==> config.mk <==
export PLATFORM = sky130hd
export DESIGN_NAME = ifetch_ctrl
export DESIGN_NICKNAME = d
export VERILOG_FILES = /design/src/rtl/cpu_pkg.sv /design/src/rtl/ifetch_outreg.sv /design/src/rtl/ifetch_ctrl.sv
export SDC_FILE = /design/constraint.sdc
export NUM_CORES = 1
export LEC_CHECK = 0
export BUFFER_PORTS_ARGS = -buffer_cell sky130_fd_sc_hd__buf_2
export CORE_MARGIN = 10
export CORE_UTILIZATION = 39
export DETAILED_ROUTE_END_ITERATION = 10
export PLACE_DENSITY = 0.66
export REMOVE_ABC_BUFFERS = 1
export SYNTH_ARGS = -nofsm -noshare
export SYNTH_HDL_FRONTEND = slang
export SYNTH_SLANG_ARGS = --single-unit
==> constraint.sdc <==
create_clock -name clk -period 2.15 [get_ports clk]
set_clock_uncertainty 0.1 [all_clocks]
set_input_delay 0.215 -clock clk [delete_from_list [all_inputs] [get_ports clk]]
set_output_delay 0.215 -clock clk [all_outputs]
set_load 0.005 [all_outputs]
==> src/rtl/cpu_pkg.sv <==
// cpu_pkg: shared fetch-stage types and constants
package cpu_pkg;
  typedef enum logic [1:0] {BOOT, FETCH, HOLD, FAULT} state_t;
  localparam int INSTR_W = 32;
  localparam int PC_STEP = 4;
  localparam logic [31:0] RESET_PC_DEF = 32'h0000_0000;
  localparam logic [31:0] NOP = 32'h0000_0013;
endpackage

==> src/rtl/ifetch_outreg.sv <==
// ifetch_outreg: one-entry instruction output register with valid/ready and flush
module ifetch_outreg import cpu_pkg::*; #(
  parameter int PC_W = 32
) (
  input  logic               clk,
  input  logic               rst,
  input  logic               flush,
  input  logic               load,
  input  logic               ready,
  input  logic [INSTR_W-1:0] din_instr,
  input  logic [PC_W-1:0]    din_pc,
  output logic               valid,
  output logic [INSTR_W-1:0] instr,
  output logic [PC_W-1:0]    pc
);
  // flush beats load; a transfer without a new load empties the entry
  always_ff @(posedge clk)
    if (rst) begin
      valid <= 1'b0;
      instr <= '0;
      pc <= '0;
    end else if (flush) valid <= 1'b0;
    else if (load) begin
      valid <= 1'b1;
      instr <= din_instr;
      pc <= din_pc;
    end else if (ready) valid <= 1'b0;
endmodule

==> src/rtl/ifetch_ctrl.sv <==
// ifetch_ctrl: pc sequencer and fetch FSM in front of instr_mem (optional perf counters: IFETCH_PERF_CNT_EN)
module ifetch_ctrl import cpu_pkg::*; #(
  parameter int PC_W = 32,
  parameter logic [PC_W-1:0] RESET_PC = PC_W'(RESET_PC_DEF),
  parameter int IMEM_DEPTH = 256
) (
  input  logic               clk,
  input  logic               rst,
  output logic [PC_W-1:0]    imem_addr,
  input  logic [INSTR_W-1:0] imem_rdata,
  input  logic               redirect_valid,
  input  logic [PC_W-1:0]    redirect_pc,
  output logic               if_valid,
  output logic [INSTR_W-1:0] if_instr,
  output logic [PC_W-1:0]    if_pc,
  input  logic               if_ready,
  output logic               fault,
  output logic [PC_W-1:0]    fault_pc
`ifdef IFETCH_PERF_CNT_EN
  ,
  output logic [31:0]        perf_fetched,
  output logic [31:0]        perf_stall
`endif
);
  state_t state, state_nx;
  logic [PC_W-1:0] pc;
  logic bad, cap, set_fault, flush;
  assign imem_addr = pc;
  assign bad = (pc[1:0] != 2'b00) || ({2'b00, pc[PC_W-1:2]} >= PC_W'(IMEM_DEPTH));
  // state register
  always_ff @(posedge clk)
    state <= rst ? BOOT : state_nx;
  // next state: FAULT is absorbing, redirect restarts fetch, stall parks in HOLD
  always_comb
    state_nx = state == FAULT ? FAULT :
               flush ? FETCH :
               state == BOOT ? FETCH :
               set_fault ? FAULT :
               (if_valid && !if_ready) ? HOLD : FETCH;
  // control outputs: redirect has priority over capture and fault
  always_comb begin
    flush = redirect_valid && state != FAULT;
    cap = !flush && (state == FETCH || state == HOLD) && !bad && (!if_valid || if_ready);
    set_fault = !flush && state == FETCH && bad;
  end
  // program counter and sticky fault capture
  always_ff @(posedge clk)
    if (rst) begin
      pc <= RESET_PC;
      fault <= 1'b0;
      fault_pc <= '0;
    end else begin
      pc <= flush ? redirect_pc : cap ? pc + PC_W'(PC_STEP) : pc;
      if (set_fault) begin
        fault <= 1'b1;
        fault_pc <= pc;
      end
    end
  ifetch_outreg #(.PC_W(PC_W)) u_outreg (
    .clk(clk),
    .rst(rst),
    .flush(flush),
    .load(cap),
    .ready(if_ready),
    .din_instr(imem_rdata),
    .din_pc(pc),
    .valid(if_valid),
    .instr(if_instr),
    .pc(if_pc)
  );
`ifdef IFETCH_PERF_CNT_EN
  // saturating capture and stall counters
  always_ff @(posedge clk)
    if (rst) begin
      perf_fetched <= '0;
      perf_stall <= '0;
    end else begin
      if (cap && perf_fetched != '1) perf_fetched <= perf_fetched + 32'd1;
      if (state == HOLD && perf_stall != '1) perf_stall <= perf_stall + 32'd1;
    end
`endif
endmodule
**Word-level counts from Yosys, hierarchy flattened**

Index checks and enable logic that the tools add are counted.

- Bits in registers: 132

- Add/subtract/negate cells: 1
- Magnitude comparators: 1
- Bitwise operators: 1
- Multiplexer cells: 9
- Equality and inequality tests: 4
- Reduce and logical (&&, ||, !) cells: 20

Operators with widths:

| cell | count |
|---|---|
| 2-to-1 mux 32 bit | 2 |
| adder 32 x 3 -> 32 bit (second input constant) | 1 |
| >= comparator 30 x 9 -> 1 bit (second input constant) | 1 |
| 2-to-1 mux 2 bit | 5 |
| logical AND 1 bit | 7 |
| nonzero test 2 bit | 3 |
| == test 2 bit (second input constant) | 2 |
| zero test 1 bit | 4 |
| logical OR 1 bit | 3 |
| == test 2 x 1 -> 1 bit (second input constant) | 1 |
| zero test 2 bit | 1 |
| 2-to-1 mux 1 bit | 2 |
| inequality test 2 bit (second input constant) | 1 |
| AND reduction 2 bit | 1 |
| OR reduction 2 bit | 1 |
| inverter 1 bit | 1 |

**Depth between registers and ports, before layout**

- Depth after elaboration: 9
- Depth in mapped cells: 7

**Hierarchy**

From an unflattened synthesis, not the netlist that was laid out.

- Cell total of the unflattened synthesis: 650
- Area total of the unflattened synthesis: 6,299.8 um^2

Modules (own cells, without submodules):

| module | area each (um^2) | times used | seq. area each (um^2) | cells each |
|---|---|---|---|---|
| ifetch_outreg | 3,268.1 | 1 | 1,301.2 | 296 |
| ifetch_ctrl | 3,031.7 | 1 | 1,341.3 | 354 |

**Worst setup path before layout**

Ideal clock, no wire load.

- Path type: register -> register
- Start point: reg state[0]
- End point: reg u_outreg.pc[5]
- Slack: 0.406 ns
- Clock period less this slack: 1.744 ns
- Cell stages (with the launch flop): 8
- Buffers on the path: 2
- Arrival: 1.574 ns
- Library setup time: 0.070 ns
- Cell sequence: dfxtp_1 > ha_1 > nand2b_1 > and3_1 > buf_2 > clkbuf_1 > nand4_1 > a21oi_1

- Word-level cells in the longest chain between the ends: 7
- Elaborated cells between the ends (all ways): 11

RTL lines:

| element | line | RTL |
|---|---|---|
| from (decl) | ifetch_ctrl.sv:25 | `state_t state, state_nx;` |
| from (signal assigned) | ifetch_ctrl.sv:32 | `state <= rst ? BOOT : state_nx;` |
| inequality test 2 bit | ifetch_ctrl.sv:42 | `flush = redirect_valid && state != FAULT;` |
| logical AND 1 bit | ifetch_ctrl.sv:42 |  |
| zero test 1 bit | ifetch_ctrl.sv:43 | `cap = !flush && (state == FETCH \|\| state == HOLD) && !bad && (!if_valid \|\| if_ready);` |
| logical AND 1 bit (3 in series) | ifetch_ctrl.sv:43 |  |
| AND reduction 2 bit (no line) * | n/a |  |
| to (signal assigned) | ifetch_outreg.sv:26 | `pc <= din_pc;` |
| to (decl) | ifetch_outreg.sv:14 | `output logic [PC_W-1:0] pc` |

Mark *: on every way between the ends. The rest lies on a longest branch, timed or not.
A chain may end at the register's enable or synchronous reset.

**Worst setup path in the final report**

- Start point: reg pc[21] (netlist: imem_addr[21])
- End point: reg pc[3] (netlist: imem_addr[3])

- Word-level cells in the longest chain between the ends: 6

RTL lines:

| element | line | RTL |
|---|---|---|
| from (decl) | ifetch_ctrl.sv:26 | `logic [PC_W-1:0] pc;` |
| from (signal assigned) | ifetch_ctrl.sv:53 | `pc <= flush ? redirect_pc : cap ? pc + PC_W'(PC_STEP) : pc;` |
| >= comparator 30 x 9 -> 1 bit | ifetch_ctrl.sv:29 | `assign bad = (pc[1:0] != 2'b00) \|\| ({2'b00, pc[PC_W-1:2]} >= PC_W'(IMEM_DEPTH));` |
| logical OR 1 bit | ifetch_ctrl.sv:29 |  |
| zero test 1 bit | ifetch_ctrl.sv:43 |  |
| logical AND 1 bit (2 in series) | ifetch_ctrl.sv:43 |  |
| nonzero test 2 bit (no line) | n/a |  |

Every way passes these cells.

==> impl_metrics.py <==
metrics = {
    "timing": {
        "rsz0062_at_grt": "no",
        "fin_crit_ps": 2020,
        "fin_crit_sh_pct": 93.9,
        "setup_viol": 0,
        "slew_viol_final": 0,
        "worst-slew-pin-transition_ps": 416,
        "fmax_mhz": 495,
        "timing.final.ws_setup_ps": 131,
        "slew_headroom_pct": 71.6,
        "hold_viol_final": 0,
    },
    "clock_tree": {
        "cts_tree": "done",
        "cts_sinks": 132,
        "clkLatencyLatePin_ps": 420,
        "numCtsBuffers": 17,
        "root_buffer": "clkbuf_16",
        "clockBufferDepth": 2,
        "h-tree-depth": 4,
        "clk_pin_slew_ps": 50,
    },
    "drt": {
        "drtIter0Drc": 275,
        "dr.pass1.iters": 5,
        "wl_mm": 18.5,
        "drcViolationCount": 0,
        "drt-wirelength-per-cell_um": 18.1,
        "vias": 5418,
        "antenna_left": 0,
        "viasPerCell": 5.32,
    },
    "yosys": {
        "synth_flop_cell": "dfxtp_1",
        "synth_common_cells": "132 x dfxtp_1, 109 x nand2_1, 64 x a21oi_1",
        "ys_top_cells_by_area": "dfxtp_1 50%, nand2_1 7.7%, mux2i_1 6.6%",
        "ys_ff_latch": 132,
        "yosysSeqAreaShare_pct": 49.6,
        "synth-edff-count": 0,
        "syn_area_um2": 5320,
        "synth_most_common_cell": "dfxtp_1",
        "synth_top_area_cell": "dfxtp_1",
        "synth_cell_types": 44,
        "syn_avg_cell_area_um2": 8.98,
        "ys_warn_count": 0,
        "synth_top_area_share_pct": 49.6,
        "async_flop_share_pct": 0,
        "synth_cells": 593,
    },
    "pwr": {
        "p_total_mw": 5.93,
        "ir_worst_vdd_mv": 0.515,
        "power.leakage_nw": 3.37,
        "powerDensity_nw_per_um2": 775,
    },
    "floorplanning": {
        "start_util_pct": 40.0,
        "pin_count": 198,
        "die_h_um": 137,
        "die_w_um": 137,
        "die-area_um2": 18700,
        "coreArea_um2": 13300,
        "rows": 42,
    },
    "cells_and_area": {
        "drive_gt1_share_pct": 31.9,
        "diodes": 0,
        "final_cells": 1019,
        "regArea_um2": 2640,
        "nFillCells": 1187,
        "syn_to_final_growth_pct": 43.7,
        "fin_nets": 907,
        "multiInputGateArea_um2": 2430,
    },
    "placed_design": {
        "gp_congestion": 0.749,
        "placed_cells_incl_taps": 933,
        "dp_slack_ps": 124,
        "hpwl_mm": 13.0,
        "port_buffers": 197,
    },
    "setup_path": {
        "critPathCapture": "imem_addr[3]",
        "endpoint_kind": "flop",
        "reg2reg_from": "imem_addr[21]",
        "cp_data_arrival_time_ps": 2210,
        "r2r_cells": 5,
        "timing.critical_path.from": "imem_addr[21]",
        "path_class": "flop to flop",
        "cp_max_fo": 47,
        "cp.required_ps": 2340,
        "r2r_end": "imem_addr[3]",
        "start_kind": "flop",
        "rrSetupSlack_ps": 130,
    },
    "global_route": {
        "antenna_found_initial": 0,
        "grt_usage_pct": 19.6,
        "grt_pass1_wl_mm": 29.6,
        "gr-total-overflow": 0,
        "grt_max_degree": 48,
        "grt_pass1_vias": 5771,
    },
    "worst_hold_path": {
        "hp-class": "input port to flop",
    },
    "status": {
        "status": "completed",
    },
    "run": {
        "drv_cap": 0,
    },
}
## layout make-up
type,instances,share of cell area (%)
flip-flops and latches,132,34.5
multi-input cells,395,31.8
repair buffers,282,23.7
clock buffers,22,6.07
well taps,176,2.88
clock inverters,6,0.752
inverters,6,0.294
## how the worst min path moves through the flow
stage                         start         endpoint  slack, ps  cells after the start
floorplan                       rst     imem_addr[0]        180                      1
global placement    u_outreg.pc[24]  u_outreg.pc[24]        340                      1
detailed placement  u_outreg.pc[13]  u_outreg.pc[13]        340                      1
CTS                 redirect_pc[13]    imem_addr[13]          7                      3
global route         redirect_pc[3]     imem_addr[3]         40                      3
finish              redirect_pc[13]    imem_addr[13]         30                      3
## per-stage QoR
| step | hold WS (ps) | TNS (ps) | cell area (um^2) | util (%) |
|---|---|---|---|---|
| final | 25.2 | 0 | 7650 | 57.6 |
| after floorplan | 184 | -122570 | 5060 | - |
| after global routing | 39.8 | 0 | 7650 | 57.6 |
| after CTS | 7.09 | 0 | 7620 | 57.3 |
| after detailed placement | 338 | 0 | 6550 | 49.2 |
| after global placement | 336 | 0 | 6550 | 49.2 |
## timing repair
action / CTS / global route
hold buffers: 55 / 0
hold endpoints to repair: 55 / 0
endpoints found under the setup margin: 0 / 28
setup buffers: 0 / 3
gates resized for setup: 0 / 2
## report_power, final
part / switching (mW) / internal, mW
Combinational: 0.433 / 0.315
Sequential: 0.0722 / 2.51
Clock: 0.988 / 1.61
## routing by layer
metal / global-route usage, % / vias up / routed length, um
li1: - / 2601 / -
met1: 22.8 / 2523 / 7720
met2: 30.7 / 258 / 8280
met3: 9.05 / 36 / 2070
met4: 7.96 / 0 / 414
met5: 0 / - / 0
## flip-flops by register name, summed over array words and instances, names as in the netlist
| signal | cells |
|---|---|
| fault | 1 |
| u_outreg.instr | 32 |
| u_outreg.valid | 1 |
| u_outreg.pc | 32 |
| imem_addr | 32 |
| state | 2 |
| fault_pc | 32 |
## placed cells by master (no fill, tap or decap), types with 9 or more instances in the layout
master | netlist | routed
buf_4 | 2 | 26
dfxtp_1 | 132 | 132
a21oi_1 | 64 | 63
nand2_1 | 109 | 108
nand4_1 | 45 | 45
buf_2 | 16 | 197
and2_1 | 25 | 24
clkbuf_16 | 0 | 17
nor2_1 | 9 | 9
dlygate4sd3_1 | 0 | 55
o31ai_1 | 41 | 41
mux2i_1 | 35 | 35
## worst max-delay path, cell delays in order (launching register included)
cell and delay (ps):
dfxtp_1 340, nor4_2 340, and4_2 400, buf_12 270, a311oi_1 120, a311o_1 320
## cell families (layout without fill, tap and decap cells)
| family | Yosys count | after routing | synth area share, % |
|---|---|---|---|
| simple gates | 225 | 225 | 21.6 |
| flops | 132 | 132 | 49.6 |
| compound gates | 130 | 130 | 15.6 |
| buf+inv | 66 | 316 | 5.45 |
| mux | 35 | 35 | 6.58 |
| fa+ha+maj | 5 | 5 | 1.18 |
No activity file was read; power rests on OpenSTA's default activity.
